### src/rtl/mul_tree_with_regs.sv
// mul_tree_with_regs
//   Two-stage signed 32x32 -> 64 multiplier built from an explicit
//   partial-product array and a carry-save (Wallace-style) reduction tree.
//
//   Stage 1: a, b captured into ra, rb.
//   Stage 2: ra*rb formed combinationally from the tree, then registered
//            into result together with the 32-bit overflow flag.
//
//   Ports
//     a        in  32  multiplicand, signed two's complement
//     b        in  32  multiplier, signed two's complement
//     clk      in   1  clock, rising edge
//     reset    in   1  synchronous active-high reset (clears all registers)
//     en       in   1  advance enable; low holds every register
//     result   out 64  registered signed product
//     overflow out  1  registered flag: product outside [-2^31, 2^31-1]
//
//   There is no handshake: every enabled edge accepts one operand pair
//   and retires the pair accepted on the previous enabled edge.
module mul_tree_with_regs (
    input  logic [31:0] a,
    input  logic [31:0] b,
    input  logic        clk,
    input  logic        reset,
    input  logic        en,
    output logic [63:0] result,
    output logic        overflow
);

    localparam int ROWS = 33;   // 32 partial products + negation carry-in

    logic [31:0] ra;
    logic [31:0] rb;

    logic [63:0] pp      [ROWS];
    logic [63:0] work    [ROWS];
    logic [63:0] nxt     [ROWS];
    logic [63:0] a_ext;
    logic [63:0] prod;
    logic        prod_ovf;
    int          n_rows;
    int          m_rows;

    // ------------------------------------------------------------------
    // Partial products. Multiplicand is sign-extended to 64 bits. Bit 31
    // of the multiplier carries weight -2^31, so its row is the two's
    // complement negation of the shifted multiplicand: the inverted row
    // here plus a single 1 injected in the extra row at bit 0.
    // ------------------------------------------------------------------
    always_comb begin
        a_ext = {{32{ra[31]}}, ra};
        for (int i = 0; i < 31; i++) begin
            pp[i] = rb[i] ? (a_ext << i) : 64'd0;
        end
        pp[31] = rb[31] ? ~(a_ext << 31) : 64'd0;
        pp[32] = {63'd0, rb[31]};
    end

    // ------------------------------------------------------------------
    // Carry-save reduction. Each level groups rows in threes and replaces
    // each group by a sum row and a left-shifted carry row; leftover rows
    // pass through. Row counts: 33 22 15 10 7 5 4 3 2 -> eight levels.
    // Carries out of bit 63 are dropped: the tree works modulo 2^64,
    // which is exact for a 64-bit signed product.
    // ------------------------------------------------------------------
    always_comb begin
        for (int r = 0; r < ROWS; r++) begin
            work[r] = pp[r];
            nxt[r]  = 64'd0;
        end
        n_rows = ROWS;
        m_rows = 0;
        for (int lvl = 0; lvl < 8; lvl++) begin
            for (int r = 0; r < ROWS; r++) begin
                nxt[r] = 64'd0;
            end
            m_rows = 0;
            for (int g = 0; g < ROWS / 3; g++) begin
                if (3 * g + 2 < n_rows) begin
                    nxt[m_rows]     = work[3*g] ^ work[3*g+1] ^ work[3*g+2];
                    nxt[m_rows + 1] = ((work[3*g]   & work[3*g+1]) |
                                       (work[3*g]   & work[3*g+2]) |
                                       (work[3*g+1] & work[3*g+2])) << 1;
                    m_rows = m_rows + 2;
                end
            end
            for (int r = 0; r < ROWS; r++) begin
                if ((r >= (n_rows / 3) * 3) && (r < n_rows)) begin
                    nxt[m_rows] = work[r];
                    m_rows = m_rows + 1;
                end
            end
            n_rows = m_rows;
            for (int r = 0; r < ROWS; r++) begin
                work[r] = nxt[r];
            end
        end
        // Final carry-propagate adder over the last two rows.
        prod = work[0] + work[1];
        // Fits in signed 32 bits only when bits 63..31 are all equal.
        prod_ovf = !((&prod[63:31]) || !(|prod[63:31]));
    end

    // ------------------------------------------------------------------
    // Pipeline registers. Reset wins over en; en low freezes both stages.
    // ------------------------------------------------------------------
    always_ff @(posedge clk) begin
        if (reset) begin
            ra       <= 32'd0;
            rb       <= 32'd0;
            result   <= 64'd0;
            overflow <= 1'b0;
        end else if (en) begin
            ra       <= a;
            rb       <= b;
            result   <= prod;
            overflow <= prod_ovf;
        end
    end

endmodule

### config.mk
export PLATFORM = sky130hd
export DESIGN_NAME = mul_tree_with_regs
export DESIGN_NICKNAME = d
export VERILOG_FILES = /design/src/rtl/mul_tree_with_regs.sv
export SDC_FILE = /design/constraint.sdc
export NUM_CORES = 2
export LEC_CHECK = 0
export BUFFER_PORTS_ARGS = -buffer_cell sky130_fd_sc_hd__buf_4
export CAP_MARGIN = 20
export CORE_UTILIZATION = 35
export DETAILED_ROUTE_END_ITERATION = 10
export GPL_ROUTABILITY_DRIVEN = 0
export SKIP_LAST_GASP = 1
export SYNTH_ARGS = -nofsm -noshare
export SYNTH_HDL_FRONTEND = slang
export SYNTH_SLANG_ARGS = --single-unit
export TNS_END_PERCENT = 30
### constraint.sdc
create_clock -name clk -period 10.47 [get_ports clk]
set_input_delay 1.047 -clock clk [delete_from_list [all_inputs] [get_ports clk]]
set_output_delay 1.047 -clock clk [all_outputs]
set_load 0.02 [all_outputs]
==> flow_summary.json <==
{
  "wl_per_cell_um": 19.8,
  "cts_buffers": 17,
  "grt_max_degree": 81,
  "setup_violations": 0,
  "crit_fanout": 15,
  "holdBufCountCts": 0,
  "hold_depth": 2,
  "synth_edf_count": 0,
  "grt_pass1_wl_um": 191000,
  "port_buffers": 131,
  "initial_core_util_pct": 35.3,
  "insertion_delay_ns": 0.53,
  "grt_pass1_vias": 32087,
  "synth_area_leaders": "fa_1 52%, inv_1 9.2%, and2_1 9.0%, dfxtp_1 6.2%, ha_1 5.8%",
  "p_per_area_nw_per_um2": 152,
  "die_area_um2": 120000,
  "syn_nets": 5824,
  "async_flop_share_pct": 0,
  "antenna_found_initial": 5,
  "io_pins": 132,
  "ant_nets": 0,
  "die-height_um": 347,
  "ys_seq_area_share_pct": 6.21,
  "cts.sinks": 129,
  "worst_slack_ns": 0.850,
  "critPathLaunchType": "flip-flop",
  "synth_top_area_share_pct": 51.6,
  "first_iter_violations": 1907,
  "fp.dieW_um": 347,
  "via_per_inst": 4.90,
  "r2r_start": "rb[4]$_SDFFE_PP0P_",
  "fin_nets": 5822,
  "clockRootBuffer": "clkbuf_16",
  "cts_htree_levels": 4,
  "cts_tree": "yes",
  "min_to": "result[0]$_SDFFE_PP0P_",
  "required_ns": 10.84,
  "area_growth_pct": 7.98,
  "yosysMostFrequentCell": "fa_1",
  "hold_viol_final": 0,
  "synthTopCellsByCount": "1,073 x fa_1, 1,020 x inv_1, 602 x and2_1, 468 x nand2_1, 234 x clkbuf_1",
  "drcViolationCount": 0,
  "status": "completed",
  "clkTransAtPathRegs_ns": 0.07,
  "cts.path.max_buffers": 2,
  "worst-slew-pin-transition_ns": 1.15,
  "worstHoldStart": "result[0]$_SDFFE_PP0P_",
  "rsz0062_at_grt": "false",
  "syn_inst": 4492,
  "drtPass1Iterations": 5,
  "post_cts_buffers": 0,
  "end_kind": "flip-flop",
  "yosysTopAreaCell": "fa_1",
  "ys_types": 73,
  "critPathKind": "flip-flop to flip-flop",
  "yosysWarnings": 0,
  "ys.flop_type": "dfxtp_1",
  "ir_drop_uv": 158,
  "layout-drive-gt1-share_pct": 6.44,
  "cap_violations": 0,
  "syn_area_um2": 41600,
  "arrival_ns": 9.99,
  "rows": 126,
  "min_path_type": "flip-flop to flip-flop",
  "r2r_slack_ns": 0.85,
  "n_antenna_cell": 0,
  "detailroute.via_count": 29591,
  "routed_wl_um": 120000,
  "fin_setup_tns_ns": 0,
  "min_period_ns": 9.62,
  "postSynthAreaPerCell_um2": 9.26,
  "grt_usage_pct": 20.8,
  "fmax_ghz": 0.104,
  "total_leakage_power_uw": 0.0197,
  "worstRegToRegCells": 26,
  "ys_seq_elements": 129,
  "rr_endpoint": "overflow$_SDFFE_PP0P_",
  "slew_violations": 0,
  "dp_slack_ns": 0.906,
  "dp.final_hpwl_um": 99900,
  "core_um2": 118000,
  "grt.overflow.total": 0,
  "period_share_pct": 91.9,
  "post_cts_resized": 0,
  "relSlewSlack_pct": 21.5,
  "clock-skew-final_ns": 0.0235
}
==> per-layer routing <==
metal	vias up	track usage, %	share of wire [%]
met5	-	0	0
met4	0	5.28	2.3
met3	133	2.86	5.9
met2	825	35.3	49
met1	15542	27.9	42
li1	13091	-	-
==> cell usage in the layout, fill, tap and decap left out, types with 4 or more instances in the layout <==
master,Yosys,routed
fa_1,1073,1073
inv_1,1020,1020
and2_1,602,602
nand2_1,468,468
buf_4,1,229
nor2_1,220,220
ha_1,192,192
dfxtp_1,129,122
mux2i_1,106,106
a21oi_1,84,84
o21ai_0,40,40
xnor2_1,39,39
nand4_1,28,28
nor3_1,26,26
a21o_1,21,21
xor2_1,18,18
nand3_1,17,17
clkbuf_16,0,17
o211ai_1,12,12
and3_1,11,11
a211oi_1,11,11
o21a_1,7,7
nor4_1,7,7
dfxtp_2,0,7
or3_1,6,6
o21bai_1,6,6
nand2b_1,5,5
a211o_1,5,5
a31oi_1,5,5
o31ai_1,5,5
a221o_1,5,5
a31o_2,4,4
o2111ai_1,4,4
nor2b_1,4,4
clkinv_8,0,4
inv_8,0,4
==> logic make-up (layout without fill, tap and decap cells) <==
group	Yosys count	count (layout)	share of synthesized area, %
mux	107	107	2.58
compound gates	248	248	3.96
fa+ha+maj	1265	1265	57.4
flops	129	129	6.21
buf+inv	1274	1285	11.6
simple gates	1412	1412	17.0
xor+xnor	57	57	1.20
==> state kept, by name (all words and copies together) (netlist names) <==
register,count
overflow,1
ra,32
rb,32
result,64
==> report_power, final <==
| group | switching, µW | internal, µW |
|---|---|---|
| sequential | 125 | 580 |
| combinational | 3420 | 2030 |
| clock | 330 | 342 |
==> worst max-delay path, cell delays in order, from the launching register on <==
cell and delay [ns]:
dfxtp_1 0.86, nand2_1 0.22, fa_1 0.54, inv_1 0.05, fa_1 0.68, inv_1 0.14, fa_1 0.55, fa_1 0.68
inv_1 0.27, fa_1 0.54, inv_1 0.05, fa_1 0.45, fa_1 0.49, inv_1 0.05, fa_1 0.46, ha_1 0.40
a21o_1 0.20, a21o_1 0.17, a21oi_1 0.32, nand2_1 0.10, a211o_1 0.33, and3_1 0.18, a211oi_1 0.59, nand3_1 0.13
or4_1 0.51, o41ai_2 0.34, o311ai_1 0.13
==> stage by stage <==
step                utilization (%)  instances  power, µW  area [µm²]  hold WS [ns]
floorplan                         -       4492       4390       41600         0.506
global placement               37.6       6006       6090       44300         0.453
finish                         38.1       6039       6830       44900         0.475
detailed placement             37.6       6006       6100       44300         0.465
CTS                            38.1       6038       6850       44900         0.476
global route                   38.1       6039       7470       44900         0.506
==> how the worst max path moves through the flow <==
stage          depth (start not counted)           startpoint               endpoint
6_report                              26   rb[4]$_SDFFE_PP0P_  overflow$_SDFFE_PP0P_
5_1_grt                               25  ra[21]$_SDFFE_PP0P_  overflow$_SDFFE_PP0P_
4_1_cts                               26  rb[15]$_SDFFE_PP0P_  overflow$_SDFFE_PP0P_
3_5_place_dp                          26  rb[15]$_SDFFE_PP0P_  overflow$_SDFFE_PP0P_
3_3_place_gp                          26  rb[15]$_SDFFE_PP0P_  overflow$_SDFFE_PP0P_
2_1_floorplan                         28  rb[31]$_SDFFE_PP0P_  overflow$_SDFFE_PP0P_
==> final cells by class <==
| class | count | area [µm²] |
|---|---|---|
| clock inverters | 15 | 191 |
| flip-flops and latches | 129 | 2590 |
| clock buffers | 17 | 425 |
| well taps | 1536 | 1920 |
| inverters | 1020 | 3830 |
| fillers | 11948 | 73000 |
| multi-input cells | 3089 | 34200 |
| repair buffers | 233 | 1790 |
No activity file was read; power rests on OpenSTA's default activity.
